--- config.mk ---
export PLATFORM = sky130hd
export DESIGN_NAME = fb_stream_writer
export DESIGN_NICKNAME = d
export VERILOG_FILES = /design/src/rtl/fb_pkg.sv /design/src/rtl/fb_addr_gen.sv /design/src/rtl/fb_stream_writer.sv
export SDC_FILE = /design/constraint.sdc
export NUM_CORES = 1
export LEC_CHECK = 0
export CORE_AREA = 2 2 87 89
export DETAILED_ROUTE_END_ITERATION = 8
export DIE_AREA = 0 0 89 91
export DONT_BUFFER_PORTS = 1
export PLACE_DENSITY_LB_ADDON = 0.3
export SLEW_MARGIN = 20
export SYNTH_ARGS = -nofsm -noshare
export SYNTH_HDL_FRONTEND = slang
export SYNTH_SLANG_ARGS = --single-unit
--- constraint.sdc ---
create_clock -name clk_i -period 5 [get_ports clk_i]
set_input_delay 1 -clock clk_i [delete_from_list [all_inputs] [get_ports clk_i]]
set_output_delay 1 -clock clk_i [all_outputs]
set_load 0.005 [all_outputs]
--- src/rtl/fb_pkg.sv ---
// Shared types and constants for the framebuffer stream writer.
// Includes the FSM state, the address-generator commands and the err_o bit positions.
package fb_pkg;

    localparam int PIX_W = 24;
    localparam int ERR_W = 3;

    localparam int ERR_SHORT_LINE = 0;
    localparam int ERR_LONG_LINE  = 1;
    localparam int ERR_SOF_RESYNC = 2;

    typedef enum logic {
        IDLE   = 1'b0,
        ACTIVE = 1'b1
    } fb_state_e;

    typedef enum logic [2:0] {
        CMD_HOLD      = 3'd0,
        CMD_RESTART   = 3'd1,
        CMD_STEP      = 3'd2,
        CMD_NEXT_LINE = 3'd3,
        CMD_FRAME_END = 3'd4
    } addr_cmd_e;

    // Bits needed to count 0..n inclusive (at least one bit).
    function automatic int cnt_w(input int n);
        return (n < 1) ? 1 : $clog2(n + 1);
    endfunction

endpackage

--- src/rtl/fb_addr_gen.sv ---
// x / y / line_base tracker for the framebuffer writer; the address is
// line_base + x, with line_base stepping by FB_X so no multiplier is needed.
module fb_addr_gen
    import fb_pkg::*;
#(
    parameter int FB_X      = 1280,
    parameter int FB_Y      = 720,
    parameter int ADDR_BITS = $clog2(FB_X * FB_Y)
) (
    input  logic                 clk_i,
    input  logic                 rst_i,
    input  addr_cmd_e            cmd_i,
    output logic                 x_in_line_o,
    output logic                 x_short_o,
    output logic                 last_line_o,
    output logic [ADDR_BITS-1:0] addr_o
);

    localparam int XW = cnt_w(FB_X);
    localparam int YW = cnt_w(FB_Y);

    localparam logic [XW-1:0]        X_LIM  = XW'(FB_X);
    localparam logic [YW-1:0]        Y_LAST = YW'(FB_Y - 1);
    localparam logic [ADDR_BITS-1:0] LINE_STEP = ADDR_BITS'(FB_X);

    logic [XW-1:0]        x_q, x_d;
    logic [YW-1:0]        y_q, y_d;
    logic [ADDR_BITS-1:0] lb_q, lb_d;

    always_comb begin
        x_d  = x_q;
        y_d  = y_q;
        lb_d = lb_q;
        case (cmd_i)
            CMD_RESTART: begin
                // The SOF pixel itself lands at address 0, so the next one is x=1.
                x_d  = XW'(1);
                y_d  = '0;
                lb_d = '0;
            end
            CMD_STEP: begin
                if (x_q < X_LIM) begin
                    x_d = x_q + XW'(1);
                end
            end
            CMD_NEXT_LINE: begin
                x_d  = '0;
                y_d  = y_q + YW'(1);
                lb_d = lb_q + LINE_STEP;
            end
            CMD_FRAME_END: begin
                x_d  = '0;
                y_d  = '0;
                lb_d = '0;
            end
            default: begin
                x_d  = x_q;
                y_d  = y_q;
                lb_d = lb_q;
            end
        endcase
    end

    always_ff @(posedge clk_i or posedge rst_i) begin
        if (rst_i) begin
            x_q  <= '0;
            y_q  <= '0;
            lb_q <= '0;
        end else begin
            x_q  <= x_d;
            y_q  <= y_d;
            lb_q <= lb_d;
        end
    end

    assign x_in_line_o = (x_q < X_LIM);
    assign x_short_o   = (x_q < (X_LIM - XW'(1)));
    assign last_line_o = (y_q == Y_LAST);
    assign addr_o      = lb_q + ADDR_BITS'(x_q);

endmodule

--- src/rtl/fb_stream_writer.sv ---
// Writes a SOF/EOL-framed pixel stream into a FB_X x FB_Y framebuffer,
// flagging short lines, long lines and mid-frame SOF resyncs in sticky error bits.
module fb_stream_writer
    import fb_pkg::*;
#(
    parameter int FB_X      = 1280,
    parameter int FB_Y      = 720,
    parameter int ADDR_BITS = $clog2(FB_X * FB_Y)
) (
    input  logic                 clk_i,
    input  logic                 rst_i,
    input  logic                 s_valid_i,
    output logic                 s_ready_o,
    input  logic [PIX_W-1:0]     s_data_i,
    input  logic                 s_sof_i,
    input  logic                 s_eol_i,
    input  logic                 hold_i,
    output logic [ADDR_BITS-1:0] pxl_addr_o,
    output logic [PIX_W-1:0]     pxl_data_o,
    output logic                 pxl_en_o,
    output logic                 frame_done_o,
    output logic [ERR_W-1:0]     err_o,
    input  logic                 err_clr_i
);

    fb_state_e            state_q, state_d;
    addr_cmd_e            cmd;
    logic                 accept;
    logic                 x_in_line, x_short, last_line;
    logic [ADDR_BITS-1:0] cur_addr;

    logic                 wr_d;
    logic [ADDR_BITS-1:0] wr_addr_d;
    logic                 fd_d;
    logic [ERR_W-1:0]     err_set, err_d;

    logic                 pxl_en_q, fd_q;
    logic [ADDR_BITS-1:0] pxl_addr_q;
    logic [PIX_W-1:0]     pxl_data_q;
    logic [ERR_W-1:0]     err_q;

    assign s_ready_o = !hold_i;
    assign accept    = s_valid_i && !hold_i;

    fb_addr_gen #(
        .FB_X      (FB_X),
        .FB_Y      (FB_Y),
        .ADDR_BITS (ADDR_BITS)
    ) u_addr_gen (
        .clk_i       (clk_i),
        .rst_i       (rst_i),
        .cmd_i       (cmd),
        .x_in_line_o (x_in_line),
        .x_short_o   (x_short),
        .last_line_o (last_line),
        .addr_o      (cur_addr)
    );

    always_comb begin
        state_d   = state_q;
        cmd       = CMD_HOLD;
        wr_d      = 1'b0;
        wr_addr_d = cur_addr;
        fd_d      = 1'b0;
        err_set   = '0;
        case (state_q)
            IDLE: begin
                if (accept && s_sof_i) begin
                    wr_d      = 1'b1;
                    wr_addr_d = '0;
                    cmd       = CMD_RESTART;
                    state_d   = ACTIVE;
                end
            end
            ACTIVE: begin
                if (accept) begin
                    if (s_sof_i) begin
                        // SOF wins over a simultaneous EOL.
                        err_set[ERR_SOF_RESYNC] = 1'b1;
                        wr_d      = 1'b1;
                        wr_addr_d = '0;
                        cmd       = CMD_RESTART;
                    end else if (s_eol_i) begin
                        wr_d = x_in_line;
                        err_set[ERR_SHORT_LINE] = x_short;
                        if (last_line) begin
                            cmd     = CMD_FRAME_END;
                            fd_d    = 1'b1;
                            state_d = IDLE;
                        end else begin
                            cmd = CMD_NEXT_LINE;
                        end
                    end else if (x_in_line) begin
                        wr_d = 1'b1;
                        cmd  = CMD_STEP;
                    end else begin
                        err_set[ERR_LONG_LINE] = 1'b1;
                    end
                end
            end
            default: begin
                state_d = IDLE;
            end
        endcase
        // A new error in the clearing cycle still sticks.
        err_d = (err_clr_i ? '0 : err_q) | err_set;
    end

    always_ff @(posedge clk_i or posedge rst_i) begin
        if (rst_i) begin
            state_q    <= IDLE;
            pxl_en_q   <= 1'b0;
            fd_q       <= 1'b0;
            err_q      <= '0;
            pxl_addr_q <= '0;
            pxl_data_q <= '0;
        end else begin
            state_q  <= state_d;
            pxl_en_q <= wr_d;
            fd_q     <= fd_d;
            err_q    <= err_d;
            if (wr_d) begin
                pxl_addr_q <= wr_addr_d;
                pxl_data_q <= s_data_i;
            end
        end
    end

    assign pxl_en_o     = pxl_en_q;
    assign pxl_addr_o   = pxl_addr_q;
    assign pxl_data_o   = pxl_data_q;
    assign frame_done_o = fd_q;
    assign err_o        = err_q;

endmodule
---- Word-level counts from Yosys, hierarchy flattened ----
Cells that the tools add are included.
word-level totals
  bits in registers ....................... 91
  input bits .............................. 31
  output and inout port bits .............. 50
  logic and storage cells ................. 70
operators by class
  $add $sub $neg .......................... 4
  order comparisons ....................... 2
  eq/ne operators ......................... 6
  mux-type cells .......................... 39
  bitwise operators ....................... 2
  reduce and logical (&&, ||, !) cells .... 8
operator list
  kind                                                                    count
  20-bit one-hot mux with 2 select lines                                  2
  20-bit 2-to-1 mux                                                       3
  11-bit one-hot mux with 3 select lines                                  1
  11-bit < comparator (second input constant)                             2
  3-bit 2-to-1 mux                                                        7
  20-bit by 11-bit adder with 20-bit output                               1
  20-bit by 11-bit adder with 20-bit output (second input constant)       1
  10-bit one-hot mux with 2 select lines                                  1
  1-bit 2-to-1 mux                                                        19
  11-bit by 1-bit adder with 11-bit output (second input constant)        1
  11-bit 2-to-1 mux                                                       1
  10-bit by 1-bit adder with 10-bit output (second input constant)        1
  10-bit equality test (second input constant)                            1
  3-bit by 2-bit equality test with 1-bit output (second input constant)  2
  3-bit one-hot mux with 2 select lines                                   1
  2-bit 2-to-1 mux                                                        2
  1-bit one-hot mux with 2 select lines                                   2
  2-bit OR reduction                                                      2
  3-bit by 1-bit equality test with 1-bit output (second input constant)  1
  3-bit equality test (second input constant)                             1
  3-bit OR                                                                1
  3-bit nonzero test                                                      1
  1-bit logical AND                                                       2
  2-bit inequality test (second input constant)                           1
  4 further kinds                                                         4

---- Longest topological paths before layout ----
  depth in word-level cells ............... 10
  mapped depth ............................ 6
  mapped depth without buffers ............ 5

---- Modules after synthesis ----
A second synthesis with hierarchy kept.
unflattened totals
  cells, all modules ...................... 377
  area total of the unflattened synthesis .. 4134.0 µm²
by module, submodules not included
  module            times used  cells an instance  area each (µm²)  seq. area each (µm²)
  fb_addr_gen       1           251                2168.3           825.8
  fb_stream_writer  1           126                1965.6           1251.2

---- Worst setup path after synthesis ----
No wires, ideal clock.
  kind .................................... input to register
  start ................................... in s_valid_i
  end ..................................... reg pxl_data_q[0], in the netlist pxl_data_o[0]
  setup time .............................. 0.125 ns
  data arrival time ....................... 2.188 ns
  required time ........................... 4.875 ns
  setup slack ............................. 2.687 ns
  stages on the path ...................... 5
  path through ............................ nor2b_1 -> buf_2 -> a31oi_2 -> buf_2 -> mux2_2
between the ends
  longest elaborated chain between the ends .. 4
  elaborated cells between the ends (all ways) .. 5
RTL lines
  what                                     line                     text
  from (decl)                              fb_stream_writer.sv:12   input logic s_valid_i,
  1-bit logical AND *                      fb_stream_writer.sv:43   assign accept = s_valid_i && !hold_i;
  1-bit logical AND                        fb_stream_writer.sv:68   if (accept && s_sof_i) begin
  1-bit 2-to-1 mux                         fb_stream_writer.sv:68
  1-bit one-hot mux with 2 select lines *  fb_stream_writer.sv:66   case (state_q)
  to (signal assigned)                     fb_stream_writer.sv:124  pxl_data_q <= s_data_i;
  to (decl)                                fb_stream_writer.sv:39   logic [PIX_W-1:0] pxl_data_q;
Every way passes the cells marked *; elsewhere a longest branch is shown, timed or not.
A chain may end at the register's enable or synchronous reset.

---- Final worst setup path ----
  start ................................... in s_valid_i
  end ..................................... reg u_addr_gen.y_q[6]
between the ends
  longest elaborated chain between the ends .. 7
  elaborated cells between the ends (all ways) .. 11
RTL lines
  what                                                                                          line                    text
  1-bit logical AND *                                                                           fb_stream_writer.sv:43
  1-bit logical AND                                                                             fb_stream_writer.sv:68
  1-bit 2-to-1 mux                                                                              fb_stream_writer.sv:68
  3-bit one-hot mux with 2 select lines *                                                       fb_stream_writer.sv:66
  3-bit by 1-bit equality test with 1-bit output / 3-bit equality test (equally long branches)  fb_addr_gen.sv:34       case (cmd_i)
  2-bit OR reduction (no source line)                                                           n/a
  10-bit one-hot mux with 2 select lines / 2-bit nonzero test (equally long branches)           n/a
  to (signal assigned)                                                                          fb_addr_gen.sv:71       y_q <= y_d;
  to (decl)                                                                                     fb_addr_gen.sv:27       logic [YW-1:0] y_q, y_d;
Marked as above.

==> results.ini <==
[clock_tree]
clk_latency_ns = 0.35
postCtsHoldBufs = 0
cts_root_buf = clkbuf_8
clockBufferDepth = 2
cts-resized-gates = 0
cts_tree = built
clk_pin_slew_worst_paths_ns = 0.09
cts_made_buffers = 9
post_cts_buffers = 0
clock_sinks = 83
htree_num_levels = 3

[critical_path]
worst_setup_path_startpoint = s_valid_i
cp-start-kind = primary input
rr_startpoint = u_addr_gen.lb_q[9]$_DFFE_PP0P_
crit_path_top_delay_cell = nor2b_1
worstPathCellList = nor2b_1 -> nand2_1 -> o21ai_2 -> nor2_1
required_ns = 5.20
cp-end-kind = register
max_stage_delay_ns = 0.52
cp_max_fo = 18
crit_arrival_ns = 2.48
critPathKind = primary input to register

[floorplanning]
dieHeight_um = 91
die-area_um2 = 8100
ios = 81
core-area_um2 = 7140
std_cell_rows = 31
die_w_um = 89
start_util = 0.543

[worst_hold_path]
hp-start = pxl_addr_o[13]$_DFFE_PP0P_
hold_path_class = register to register

[detailed_routing]
wl_per_cell_um = 17.6
dr.first_iter.drc_count = 163
ant_nets = 0
dr.pass1.iters = 4
wl_um = 7880
vias_per_cell = 6.00
drc = 0
vias = 2687

[power_and_ir_drop]
power.leakage_nw = 1.78
power_frac_seq = 0.535
p_switching_mw = 0.417
vdd_drop_max_v = 0.000168
p_clk_frac = 0.352
power_switching_share = 0.274
combinationalPowerShare = 0.113
power_mw = 1.52
power_density_nw_per_um2 = 365
p_int_mw = 1.10

[sta]
slew_headroom = 0.424
final_max_slew_viol_count = 0
finalCriticalPeriod_ns = 2.28
clock_skew_ns = 0.0128
period_share = 0.456
max_freq_mhz = 438
setup_viol = 0
setup_tns_ns = 0
hold_viol_final = 0
worst_pin_slew_ns = 0.864
rsz0062_at_grt = false

[logic_synthesis]
synth_top_area_cell = dfrtp_1
ys_warn_count = 0
syn-num-nets = 384
synth-seq-cells = 83
yosysSeqAreaShare = 0.536
synthesis.area_um2 = 3870
synthCells = 347
synth_top_area_share = 0.536
synth_edf_count = 0
ys_top_cells_by_count = 83 x dfrtp_1, 29 x nand2_1, 24 x mux2_2
yosys_most_used_dff = dfrtp_1
ys_types = 46
ys_top_cells_by_area = dfrtp_1 54%, mux2_2 7.0%, xnor2_1 3.4%
post-synth-top-count-cell = dfrtp_1
syn_avg_cell_area_um2 = 11.2
postSynth.asyncResetShare = 1.00

[global_routing]
antenna_found_initial = 0
grt_max_degree = 49
globalRoute.totalOverflow = 0
grt_pass1_vias = 2567
grt_first_pass_wirelength_um = 12900
grt.total_usage = 0.203

[job]
max_cap_viol_count = 0

[layout]
drive_above_1_share = 0.135
area_growth_pct = 7.46
nets = 381
fin_cells = 448
antenna_cells = 0

[placement]
dp_hpwl_um = 5430
dp.cells = 432
gp_congestion = 0.845
portBuffers = 0

[status]
status = complete, no violations

==> stage by stage <==
step	worst slack, ns	util	area [um^2]	hold slack, ns
floorplan	1.86	-	3870	0.473
global placement	2.43	0.552	3940	0.507
detailed placement	2.37	0.552	3940	0.505
CTS	2.74	0.583	4160	0.526
global route	2.59	0.583	4160	0.547
finish	2.72	0.583	4160	0.518
==> cells by family (layout without fill, tap and decap cells) <==
kind of cell | count (synthesis) | in the layout | synth area share
DFF | 83 | 83 | 0.536
xor gates and xnor gates | 23 | 23 | 0.0520
and+or+nand+nor | 123 | 123 | 0.172
buffers and inverters | 21 | 23 | 0.0262
muxes | 33 | 33 | 0.0930
adders and majority gates | 6 | 6 | 0.0194
AOI/OAI and AO/OA | 58 | 58 | 0.101
==> power groups by stage <==
stage                     clock network (mW)  registers [mW]  logic [mW]
after floorplan                            0           0.800       0.151
after global placement                     0           0.824       0.167
after detailed placement                   0           0.827       0.173
after CTS                              0.544           0.814       0.174
after global routing                   0.575           0.826       0.195
final                                  0.536           0.814       0.172
==> layout by cell type, fill, tap and decap left out, types with 4 or more instances in the layout <==
master	instances
inv_1	4
mux2i_1	9
dfrtp_1	83
a22o_1	14
nand2_1	29
mux2_2	24
nand2b_1	8
a21oi_1	13
nor2_1	20
nor4_1	7
nand3_1	12
xnor2_1	15
o21ai_0	14
xor2_1	8
nand4_1	11
nor3_1	5
ha_1	6
or3_1	5
clkbuf_8	9
==> routing by layer <==
layer,wire [um],track usage,share of wire
met4,63,0.0547,0.0080
met1,3650,0.306,0.46
met5,0,0,0
met2,3530,0.289,0.45
met3,636,0.0564,0.081
==> critical path: cells and delay by family <==
family,cells,cell delay (ns)
AO/OA/AOI/OAI,1,0.41
AND/OR/NAND/NOR,3,1.07
==> sequential cells by signal, indices dropped and copies added (netlist names) <==
signal	cells
pxl_data_o	24
u_addr_gen.lb_q	12
pxl_en_o	1
err_o	3
state_q	1
pxl_addr_o	20
u_addr_gen.y_q	10
frame_done_o	1
u_addr_gen.x_q	11
==> worst paths after layout <==
path / to / slack, ns / depth (start not counted)
worst max-delay path: u_addr_gen.y_q[6]$_DFFE_PP0P_ / 2.72 / 4
worst min-delay path: pxl_addr_o[13]$_DFFE_PP0P_ / 0.52 / 2
worst max register to register: pxl_addr_o[18]$_DFFE_PP0P_ / 2.80 / 5
worst min register to register: pxl_addr_o[13]$_DFFE_PP0P_ / 0.52 / 2
max in group asynchronous: u_addr_gen.y_q[2]$_DFFE_PP0P_ / 3.38 / 2
min in group asynchronous: pxl_addr_o[11]$_DFFE_PP0P_ / 0.66 / 1
==> final cells by class <==
| cell class | instances | area, um^2 |
|---|---|---|
| clock buffer | 9 | 124 |
| timing repair buffer | 2 | 15.0 |
| clock inverter | 7 | 98.8 |
| inverter | 5 | 20.0 |
| fill | 611 | 2970 |
| tap | 99 | 124 |
| sequential | 83 | 2080 |
| multi-input combinational | 243 | 1700 |
No activity file was read; power rests on OpenSTA's default activity.
